$ cat src/rtl/lut_mul_pkg.sv
// rtl/lut_mul_pkg.sv - shared state type and sizing helper for the LUT-based sequential multiplier
package lut_mul_pkg;

    typedef enum logic [1:0] {
        ST_IDLE = 2'd0,
        ST_RUN  = 2'd1,
        ST_DONE = 2'd2
    } state_t;

    // Width of a digit counter that must reach digits-1; never narrower than one bit.
    function automatic int digit_idx_w(input int digits);
        int w;
        w = $clog2(digits);
        return (w < 1) ? 1 : w;
    endfunction

endpackage

$ cat src/rtl/lut_mul_table.sv
// rtl/lut_mul_table.sv - combinational N x N digit product table, contents fixed at elaboration
module lut_mul_table #(
    parameter int N = 2
) (
    input  logic [2*N-1:0] i_addr,
    output logic [2*N-1:0] o_data
);

    localparam int AW      = 2 * N;
    localparam int ENTRIES = 2 ** AW;

    logic [AW-1:0] w_rom [ENTRIES];

    // Entry k holds (upper digit of k) * (lower digit of k); the product of two N-bit values fits in 2N bits.
    for (genvar k = 0; k < ENTRIES; k++) begin : g_rom
        assign w_rom[k] = AW'((k / (2 ** N)) * (k % (2 ** N)));
    end

    assign o_data = w_rom[i_addr];

endmodule

$ cat src/rtl/lut_mul_seq.sv
// rtl/lut_mul_seq.sv - sequential W x W multiplier, one digit-pair lookup per cycle; optional signed mode via LUT_MUL_SIGNED_EN
module lut_mul_seq
    import lut_mul_pkg::*;
#(
    parameter  int N      = 2,
    parameter  int DIGITS = 4,
    localparam int W      = N * DIGITS
) (
    input  logic           clk,
    input  logic           rst,
    input  logic           in_valid,
    output logic           in_ready,
    input  logic [W-1:0]   a,
    input  logic [W-1:0]   b,
    output logic           out_valid,
    input  logic           out_ready,
    output logic [2*W-1:0] product,
    output logic           busy
);

    localparam int            CW       = digit_idx_w(DIGITS);
    localparam int            PW       = 2 * W;
    localparam logic [CW-1:0] LAST_IDX = CW'(DIGITS - 1);

    state_t         r_state;
    state_t         w_state_nxt;
    logic [W-1:0]   r_a;
    logic [W-1:0]   r_b;
    logic [CW-1:0]  r_i;
    logic [CW-1:0]  r_j;
    logic [PW-1:0]  r_acc;
    logic [PW-1:0]  r_product;
    logic           r_out_valid;

    logic [N-1:0]   w_a_digs [DIGITS];
    logic [N-1:0]   w_b_digs [DIGITS];
    logic [N-1:0]   w_a_dig;
    logic [N-1:0]   w_b_dig;
    logic [2*N-1:0] w_lut_data;
    logic [PW-1:0]  w_pp;
    logic [PW-1:0]  w_sum;
    logic [PW-1:0]  w_result;
    logic [W-1:0]   w_a_load;
    logic [W-1:0]   w_b_load;
    logic           w_last;

    for (genvar d = 0; d < DIGITS; d++) begin : g_dig
        assign w_a_digs[d] = r_a[d*N +: N];
        assign w_b_digs[d] = r_b[d*N +: N];
    end

    assign w_a_dig = w_a_digs[r_i];
    assign w_b_dig = w_b_digs[r_j];

    lut_mul_table #(
        .N (N)
    ) u_table (
        .i_addr (({w_a_dig, w_b_dig})),
        .o_data (w_lut_data)
    );

    assign w_pp   = PW'(w_lut_data) << (N * (int'(r_i) + int'(r_j)));
    assign w_sum  = r_acc + w_pp;
    assign w_last = (r_i == LAST_IDX) && (r_j == LAST_IDX);

`ifdef LUT_MUL_SIGNED_EN
    logic r_sign;

    // Magnitudes are W-bit unsigned, so the most negative operand maps to 2**(W-1) exactly.
    assign w_a_load = a[W-1] ? (~a + W'(1)) : a;
    assign w_b_load = b[W-1] ? (~b + W'(1)) : b;
    assign w_result = r_sign ? (~w_sum + PW'(1)) : w_sum;

    // Operand sign captured once at accept; the accumulator only ever sees magnitudes.
    always_ff @(posedge clk) begin
        if (rst) begin
            r_sign <= 1'b0;
        end else if (r_state == ST_IDLE && in_valid) begin
            r_sign <= a[W-1] ^ b[W-1];
        end
    end
`else
    assign w_a_load = a;
    assign w_b_load = b;
    assign w_result = w_sum;
`endif

    assign in_ready  = !rst && (r_state == ST_IDLE);
    assign out_valid = r_out_valid;
    assign product   = r_product;
    assign busy      = (r_state == ST_RUN) || (r_state == ST_DONE);

    // State register; reset from any state abandons the run in progress.
    always_ff @(posedge clk) begin
        if (rst) begin
            r_state <= ST_IDLE;
        end else begin
            r_state <= w_state_nxt;
        end
    end

    // Next-state: accept in IDLE, finish on the last digit pair, release when the consumer takes the result.
    always_comb begin
        w_state_nxt = r_state;
        case (r_state)
            ST_IDLE: if (in_valid)  w_state_nxt = ST_RUN;
            ST_RUN:  if (w_last)    w_state_nxt = ST_DONE;
            ST_DONE: if (out_ready) w_state_nxt = ST_IDLE;
            default:                w_state_nxt = ST_IDLE;
        endcase
    end

    // Datapath: latch operands, walk j fastest then i, accumulate shifted partial products.
    always_ff @(posedge clk) begin
        if (rst) begin
            r_a         <= '0;
            r_b         <= '0;
            r_i         <= '0;
            r_j         <= '0;
            r_acc       <= '0;
            r_product   <= '0;
            r_out_valid <= 1'b0;
        end else begin
            case (r_state)
                ST_IDLE: begin
                    if (in_valid) begin
                        r_a   <= w_a_load;
                        r_b   <= w_b_load;
                        r_acc <= '0;
                        r_i   <= '0;
                        r_j   <= '0;
                    end
                end
                ST_RUN: begin
                    r_acc <= w_sum;
                    if (w_last) begin
                        r_i         <= '0;
                        r_j         <= '0;
                        r_product   <= w_result;
                        r_out_valid <= 1'b1;
                    end else if (r_j == LAST_IDX) begin
                        r_j <= '0;
                        r_i <= r_i + CW'(1);
                    end else begin
                        r_j <= r_j + CW'(1);
                    end
                end
                ST_DONE: begin
                    if (out_ready) begin
                        r_out_valid <= 1'b0;
                    end
                end
                default: begin
                    r_out_valid <= 1'b0;
                end
            endcase
        end
    end

endmodule

$ cat config.mk
export PLATFORM = sky130hd
export DESIGN_NAME = lut_mul_seq
export DESIGN_NICKNAME = d
export VERILOG_FILES = /design/src/rtl/lut_mul_pkg.sv /design/src/rtl/lut_mul_table.sv /design/src/rtl/lut_mul_seq.sv
export SDC_FILE = /design/constraint.sdc
export NUM_CORES = 1
export LEC_CHECK = 0
export ABC_AREA = 1
export CAP_MARGIN = 10
export CORE_MARGIN = 2
export CORE_UTILIZATION = 30
export DETAILED_ROUTE_END_ITERATION = 10
export GPL_TIMING_DRIVEN = 0
export SYNTH_ARGS = -nofsm -noshare
export SYNTH_HDL_FRONTEND = slang
export SYNTH_SLANG_ARGS = --single-unit
$ cat constraint.sdc
create_clock -name clk -period 7.6 [get_ports clk]
set_clock_uncertainty 0.1 [all_clocks]
set_input_delay 1.52 -clock clk [delete_from_list [all_inputs] [get_ports clk]]
set_output_delay 1.52 -clock clk [all_outputs]
set_load 0.01 [all_outputs]
## Word level (Yosys, flattened, before mapping)

Memories as Yosys holds them, arrays and structs flattened.
Index checks and enable logic that the tools add are counted.

- Reduce and logical (&&, ||, !) cells: 12
- Equality and inequality tests: 8
- Mux-type cells: 24
- Bitwise gates (word level): 4
- Order comparisons: 3
- Add/sub/neg operators: 4
- Shift operators: 1

Operator list:

| cell | count |
|---|---|
| one-hot mux 16 bit (2 select lines) | 1 |
| 2-to-1 mux 2 bit | 12 |
| adder 16 bit | 1 |
| 2-to-1 mux 16 bit | 1 |
| << shifter 4 x 4 -> 16 bit | 1 |
| AND reduction 3 bit | 3 |
| binary-select mux 2 bit (select 2 bit) | 2 |
| 2-to-1 mux 4 bit | 2 |
| one-hot mux 2 bit (2 select lines) | 2 |
| == test 2 bit, second input constant | 3 |
| greater-or-equal comparator 3 bit, second input constant | 2 |
| != test 2 bit, second input constant | 3 |
| inverter 2 -> 3 bit | 2 |
| one-hot mux 2 bit (3 select lines) | 1 |
| AND reduction 2 bit | 3 |
| greater-or-equal comparator 5 bit, second input constant | 1 |
| inverter 4 -> 5 bit | 1 |
| adder 2 x 1 -> 2 bit, second input constant | 2 |
| adder 2 x 2 -> 3 bit | 1 |
| != test 3 bit, second input constant | 1 |
| one-hot mux 1 bit (3 select lines) | 1 |
| == test 2 x 1 -> 1 bit, second input constant | 1 |
| logical AND 1 bit | 2 |
| logical NOT 2 bit | 1 |
| 5 further kinds | 6 |

- Memory bits (read-only): 64
- Register bits after elaboration: 55
- Output and inout bits: 19
- Memories kept: 1
- Bits of input ports: 20

Memories:

| name | depth | width | rd ports | clocked after Yosys merged registers in | wr ports | line | text |
|---|---|---|---|---|---|---|---|
| (no name shown) | 16 | 4 | 1 | 0 | 0 | lut_mul_table.sv:19 | `assign o_data = w_rom[i_addr];` |

## Logic depth before layout (Yosys ltp)

Gate-level depths: netlist of run 1.

- Depth in word-level cells: 11
- Depth in mapped cells: 22
- Gate-level depth less buffers: 22

## Cells and area by module

From an unflattened synthesis of run 1, not the netlist that was laid out.

- Cell total of the unflattened synthesis: 519
- Area total of the unflattened synthesis: 3379.5 µm²

By module, submodules not included:

| module | instances | area each (µm²) | cells each | seq. area each (µm²) |
|---|---|---|---|---|
| lut_mul_seq | 1 | 3295.7 | 503 | 1101.1 |
| lut_mul_table | 1 | 83.8 | 16 | 0.0 |

## Worst setup path before layout of run 1

OpenSTA, ideal clock, no wires.

- Kind: input to output
- Start point: input port rst
- End point: output port in_ready
- Cell stages on the path: 2
- Setup slack: 4.066 ns
- Data required time: 5.980 ns
- Buffers on the path: 1
- Arrival: 1.914 ns
- Cells stage by stage: clkbuf_1 nor2_1

- Cells in the longest elaborated chain, start to end: 2

Ends and longest elaborated chain:

| what | line | text |
|---|---|---|
| start: declaration | lut_mul_seq.sv:10 | `input logic rst,` |
| logical NOT 1 bit | lut_mul_seq.sv:88 | `assign in_ready = !rst && (r_state == ST_IDLE);` |
| logical AND 1 bit | lut_mul_seq.sv:88 |  |
| end: declaration | lut_mul_seq.sv:12 | `output logic in_ready,` |

No other way between the ends.

## Worst setup path in the final report of run 1

Same ends and word-level chain as after synthesis.

==> results of run 1 <==
[Yosys cell counts (4+ instances only)]
cell type                   n
sky130_fd_sc_hd__nand2_1   88
sky130_fd_sc_hd__dfxtp_1   55
sky130_fd_sc_hd__nor2_1    55
sky130_fd_sc_hd__inv_1     50
sky130_fd_sc_hd__o21ai_0   38
sky130_fd_sc_hd__a21oi_1   30
sky130_fd_sc_hd__ha_1      24
sky130_fd_sc_hd__o21bai_1  13
sky130_fd_sc_hd__nand3_1   12
sky130_fd_sc_hd__nand3_2   12
sky130_fd_sc_hd__clkbuf_1  10
sky130_fd_sc_hd__xor2_1     9
sky130_fd_sc_hd__a21oi_2    8
sky130_fd_sc_hd__nand2_2    8
sky130_fd_sc_hd__inv_2      5
sky130_fd_sc_hd__a21o_1     4
sky130_fd_sc_hd__a31oi_1    4
[layout make-up]
| type | instances | share of cell area, % |
|---|---|---|
| plain buffers | 13 | 1.34 |
| clock buffers | 6 | 2.10 |
| clock inverters | 2 | 0.414 |
| inverters | 56 | 5.35 |
| multi-input cells | 328 | 48.7 |
| flip-flops and latches | 55 | 28.0 |
| well taps | 140 | 4.45 |
| repair buffers | 38 | 9.67 |
[critical path, delay by kind of cell]
kind / cells / cell delay [ns]
AND/OR/NAND/NOR: 1 / 0.11
buffers and inverters: 3 / 1.59
[layer usage]
| metal | part of all wire, % | global-route usage [%] |
|---|---|---|
| met2 | 46 | 23.0 |
| met5 | 0 | 0 |
| met1 | 49 | 18.6 |
| met3 | 4.2 | 2.29 |
| met4 | 1.2 | 6.50 |
[cell families after synthesis]
logic type               Yosys count  share of synthesized area [%]
AO/OA/AOI/OAI                    108                           20.0
AND/OR/NAND/NOR                  182                           24.8
buffers and inverters             69                           8.02
XOR/XNOR                          12                           3.21
adder cells (fa/ha/maj)           26                           10.4
flip-flops                        55                           33.6
[power breakdown]
part           switching (W)  leakage (nW)  internal (W)
Clock               0.000101        0.0474     0.0000747
Combinational       0.000121          1.34     0.0000646
Sequential         0.0000130         0.448      0.000306
[sequential cells by signal (all words and copies together) (netlist names)]
register / count
out_valid: 1
r_state: 2
r_a: 8
r_b: 8
product: 16
r_i: 2
r_acc: 16
r_j: 2
[worst max path at each step]
stage | from | to | slack [ns] | depth (start not counted)
after CTS | rst | in_ready | 2.78 | 4
final | rst | in_ready | 2.76 | 4
after global routing | rst | in_ready | 2.68 | 4
after floorplan | rst | in_ready | 4.07 | 2
after detailed placement | rst | in_ready | 2.79 | 4
after global placement | rst | in_ready | 2.81 | 4
[layout by cell type (no fill, tap or decap), drive strengths merged, types with 3 or more instances in the layout]
cell type,synthesis,routed
xor2,9,9
o21bai,13,13
nor2,56,56
o21ai,40,40
clkdlybuf4s50,0,38
a31oi,4,4
a21o,4,4
nand3,24,24
nor3,3,3
buf,3,3
nand2,97,97
xnor2,3,3
clkbuf,10,16
dfxtp,55,55
inv,55,55
a21oi,38,38
ha,24,24
[metrics by stage]
step	util [%]	cells	instance area, sq um	setup WS (ns)	hold slack (ns)
detailed placement	35.7	630	3830	2.79	0.348
finish	36.6	638	3930	2.76	0.359
CTS	36.6	638	3930	2.78	0.362
global route	36.6	638	3930	2.68	0.398
global placement	35.7	630	3830	2.81	0.348
floorplan	-	452	3280	4.07	0.329
==> impl_metrics.toml, run 1 <==
[cells_and_area]
syn_to_layout_area_delta_pct = 20.0
post_route_cells_drive_above_1_share_pct = 9.64
n_antenna_cell = 0
final-seq-area_sq_um = 1100
multi_input_comb_area_sq_um = 1910
num-nets-final = 543
final.fill_count = 1153

[synthesis]
cells_after_synth = 452
post_synth_instance_area_sq_um = 3280
ys_top_cells_by_area = "sky130_fd_sc_hd__dfxtp_1 34%, sky130_fd_sc_hd__nand2_1 10%, sky130_fd_sc_hd__ha_1 9.2%"
yosysTopAreaCellShare_pct = 33.6
synth_sequential_area_ratio_pct = 33.6
ys.flop_type = "sky130_fd_sc_hd__dfxtp_1"
ys_ff_latch = 55
yosys.cell_types.count = 33
synth_largest_area_cell = "sky130_fd_sc_hd__dfxtp_1"
postSynthAreaPerCell_sq_um = 7.25
postSynth.asyncResetShare_pct = 0
synth_enable_flop_cells = 0
synth_warnings = 0
syn-num-nets = 498

[placed_design]
place.gp.congestion = 0.876
count_of_buffers_inserted_at_the_top_level_ports = 38
place_hpwl_mm = 6.15

[cts]
cts_htree_levels = 2
tritoncts_num_sinks = 55
post_cts_resized = 0
cts_buffers = 5
root_buffer = "sky130_fd_sc_hd__clkbuf_8"
clk_latency_ns = 0.32
cts_max_path_buffers = 2
clk_pin_slew_worst_paths_ns = 0.10
cts_hold_repair.buffers = 0
postCtsSetupRepairBufs = 0
cts_tree = "done"

[flow_run]
timing.max_cap.violations = 0

[hold_path]
whs_endpoint = "r_b[7]$_SDFFE_PP0P_"
holdCritPathClass = "reg -> reg"
min_delay_path_depth = 2
worst_hold_startpoint = "r_b[7]$_SDFFE_PP0P_"

[timing]
clock.fmax_mhz = 207
timing.final.crit_share_pct = 63.7
transition_time_at_the_pin_with_the_least_slew_margin_ns = 0.769
max-slew-margin-rel_pct = 48.5
min_cycle_time_layout_ns = 4.84
fin_tns_setup_ns = 0
timing.final.hold_violations = 0
grt_setup_unrepaired = "false"
maxSlewViolCount = 0
finalSetupViolations = 0

[floorplanning]
rows = 38
design.die.area_sq_um = 11800
initial_utilization_pct = 30.5
design.portCount = 39
die_height_um = 109
core_region_area_sq_um = 10700
die_width_um = 109

[critical_path]
reg2reg_from = "r_i[0]$_SDFFE_PP0P_"
timing.critical_path.mode_cell = "sky130_fd_sc_hd__clkdlybuf4s50_1"
crit-reg2reg-capture = "product[14]$_SDFFE_PP0P_"
rrSetupSlack_ns = 4.12
critPathMaxFanout = 10
timing_worst_setup_path_type = "in -> out"
critical_path.slowest_cell = "sky130_fd_sc_hd__clkdlybuf4s50_1"
r2r_cells = 14
critical_path.startpoint_type = "input port"
critPathMaxStageDelay_ns = 0.55
data_arrival_time_of_the_critical_path_ns = 3.22
timing.critical_path.to_type = "primary output"
worstPathCellList = "clkdlybuf4s50_1 > clkbuf_1 > nor2_1 > clkdlybuf4s50_1"
data_required_time_of_the_worst_path_ns = 5.98

[global_route]
wire_length_of_the_first_global_routing_pass_mm = 13.3
gr-usage-all-layers_pct = 14.3
first_global_vias = 2968
antenna_found_initial = 0
largest_net_degree_at_the_start_of_global_routing = 18
grt-ovfl-total = 0

[power_and_ir_drop]
power_density_nw_per_um2 = 173
total_leakage_power_nw = 1.84
vdd_drop_max_uv = 81.4
total_power_w = 0.000680

[detailed_routing]
drt-pass1-iter-count = 4
totalWireLength_mm = 7.87
drc_errors = 0
vias_per_cell = 4.62
detail_route.wl_per_cell_um = 12.3
drt_iter0_markers = 75
detail-route-antenna-nets = 0
via_count = 2950

[run_status]
run_status = "finished clean"
No activity file was read; power rests on OpenSTA's default activity.
==> inputs of run 2 (changes only) <==
==> constraint.sdc (replaced) <==
create_clock -name clk -period 4.13 [get_ports clk]
set_clock_uncertainty 0.1 [all_clocks]
set_input_delay 0.826 -clock clk [delete_from_list [all_inputs] [get_ports clk]]
set_output_delay 0.826 -clock clk [all_outputs]
set_load 0.01 [all_outputs]
==> results of run 2 <==
The final DEF is identical to that of run 1. Status: finished clean.
Among the figures that moved: setup slack after placement 2.79 ns -> 0.695 ns; clock-pin slew on the worst setup and hold paths 0.10 ns -> 0.11 ns; setup slack after layout 2.76 ns -> 0.650 ns; start point of the critical path rst -> r_i[0]$_SDFFE_PP0P_; end point of the critical path in_ready -> product[14]$_SDFFE_PP0P_; register-to-register setup slack 4.12 ns -> 0.65 ns; total power 0.000680 W -> 0.00125 W; worst IR drop on VDD 81.4 uV -> 150 uV
==> inputs of run 3 (changes only) <==
==> constraint.sdc (replaced) <==
create_clock -name clk -period 3.55 [get_ports clk]
set_clock_uncertainty 0.1 [all_clocks]
set_input_delay 0.71 -clock clk [delete_from_list [all_inputs] [get_ports clk]]
set_output_delay 0.71 -clock clk [all_outputs]
set_load 0.01 [all_outputs]
==> run 3 against run 2 <==
  * Combinational power is 20% higher
  * Non-clock buffer count up 1
  * Die area stayed put
  * First-iteration DRC count rose by 12%
  * Via count increased by 1.0%
  * Final cell count is 0.16% higher
  * Largest cell class unchanged
==> impl_metrics.toml, run 3 (same netlist as run 1, synthesis figures left out) <==
[critical_path]
data_required_time_of_the_worst_path_ns = 3.70
timing.critical_path.to_type = "flip-flop"
critical_path.startpoint_type = "flip-flop"
data_arrival_time_of_the_critical_path_ns = 3.50
critPathMaxFanout = 7
timing_worst_setup_path_type = "reg -> reg"

[timing]
fin_tns_setup_ns = 0
clock.fmax_mhz = 299
transition_time_at_the_pin_with_the_least_slew_margin_ns = 0.773
finalSetupViolations = 0
min_cycle_time_layout_ns = 3.35
grt_setup_unrepaired = "false"
timing.final.crit_share_pct = 94.2
maxSlewViolCount = 0
timing.final.hold_violations = 0
max-slew-margin-rel_pct = 48.3
final_critical_path_setup_slack_ns = 0.205

[floorplanning]
design.die.area_sq_um = 11800
die_width_um = 109
initial_utilization_pct = 30.5
core_region_area_sq_um = 10700
design.portCount = 39
die_height_um = 109
rows = 38

[cts]
cts_hold_repair.buffers = 0
tritoncts_num_sinks = 55
cts_buffers = 5
cts_tree = "done"
cts_htree_levels = 2
cts_max_path_buffers = 2
root_buffer = "sky130_fd_sc_hd__clkbuf_8"
clk_latency_ns = 0.32
clk_pin_slew_worst_paths_ns = 0.10

[placed_design]
count_of_buffers_inserted_at_the_top_level_ports = 38
place_hpwl_mm = 6.15
dpl_worst_slack_ns = 0.115
place.gp.congestion = 0.876

[cells_and_area]
multi_input_comb_area_sq_um = 1940
post_route_cells_drive_above_1_share_pct = 11.2
n_antenna_cell = 0
syn_to_layout_area_delta_pct = 21.2
mostFrequentLayoutCell = "sky130_fd_sc_hd__nand2_1"
final-seq-area_sq_um = 1100
num-nets-final = 544
mostFrequentLayoutCells = "88 x sky130_fd_sc_hd__nand2_1, 55 x sky130_fd_sc_hd__nor2_1, 52 x sky130_fd_sc_hd__dfxtp_1"
final.fill_count = 1151

[detailed_routing]
via_count = 2980
drt-pass1-iter-count = 4
drc_errors = 0
detail_route.wl_per_cell_um = 12.4
detail-route-antenna-nets = 0
vias_per_cell = 4.66
drt_iter0_markers = 84
totalWireLength_mm = 7.92

[power_and_ir_drop]
power_density_nw_per_um2 = 370
vdd_drop_max_uv = 174
total_leakage_power_nw = 1.84

[global_route]
first_global_vias = 2968
grt-ovfl-total = 0
wire_length_of_the_first_global_routing_pass_mm = 13.3
gr-usage-all-layers_pct = 14.3
largest_net_degree_at_the_start_of_global_routing = 18
antenna_found_initial = 0

[hold_path]
holdCritPathClass = "reg -> reg"

[flow_run]
timing.max_cap.violations = 0

[run_status]
run_status = "finished clean"
==> run 3: where the power goes <==
part | leakage [nW] | total, W | switching, W | internal, W
registers | 0.449 | 0.000684 | 0.0000284 | 0.000656
clock network | 0.0474 | 0.000378 | 0.000218 | 0.000160
logic | 1.35 | 0.000409 | 0.000266 | 0.000143
total | 1.84 | 0.00147 | 0.000513 | 0.000958
==> run 3: per-layer routing <==
metal,up-vias,track usage (%),routed length (um),share of wire (%)
li1,1564,-,-,-
met1,1367,18.6,3900,49
met2,40,23.0,3630,46
met3,9,2.29,265,3.3
met4,0,6.50,130,1.6
met5,-,0,0,0
==> run 3: layout make-up <==
type | count | share of cell area (%)
plain buffers | 13 | 1.35
clock buffers | 6 | 2.08
clock inverters | 2 | 0.409
inverters | 56 | 5.29
multi-input cells | 328 | 48.9
flip-flops and latches | 55 | 27.8
well taps | 140 | 4.41
repair buffers | 39 | 9.76
==> run 3: through the flow <==
stage	instances	power [W]	area (sq um)	hold slack, ns	utilization, %
floorplan	452	0.000974	3280	0.329	-
global placement	630	0.00108	3830	0.348	35.7
detailed placement	630	0.00109	3830	0.348	35.7
CTS	638	0.00147	3930	0.362	36.6
global route	639	0.00157	3970	0.398	37.0
finish	639	0.00147	3970	0.361	37.0
==> run 3: repair_timing <==
| action | CTS | global route |
|---|---|---|
| buffers inserted | 0 | 1 |
| setup endpoints to repair | 0 | 14 |
| resized for setup | 0 | 9 |
==> run 3: worst max-delay path: stages (launching register included) <==
cell,delay [ns]
sky130_fd_sc_hd__dfxtp_2,0.39
sky130_fd_sc_hd__ha_1,0.23
sky130_fd_sc_hd__fa_2,0.60
sky130_fd_sc_hd__nand2_1,0.16
sky130_fd_sc_hd__o32ai_2,0.33
sky130_fd_sc_hd__ha_1,0.33
sky130_fd_sc_hd__nand2_1,0.09
sky130_fd_sc_hd__nand2_1,0.08
sky130_fd_sc_hd__a31oi_1,0.19
sky130_fd_sc_hd__nand3_2,0.16
sky130_fd_sc_hd__a21oi_2,0.17
sky130_fd_sc_hd__xor2_1,0.22
sky130_fd_sc_hd__nand2_1,0.10
sky130_fd_sc_hd__a21oi_2,0.11
==> run 3: path summary, 6_finish.rpt <==
| path | slack, ns | depth (start not counted) | from | endpoint |
|---|---|---|---|---|
| max | 0.20 | 13 | r_i[0]$_SDFFE_PP0P_ | r_acc[13]$_SDFFE_PP0P_ |
| min | 0.36 | 2 | r_b[7]$_SDFFE_PP0P_ | r_b[7]$_SDFFE_PP0P_ |
| max reg2reg | 0.20 | 13 | r_i[0]$_SDFFE_PP0P_ | r_acc[13]$_SDFFE_PP0P_ |
| min reg2reg | 0.36 | 2 | r_b[7]$_SDFFE_PP0P_ | r_b[7]$_SDFFE_PP0P_ |
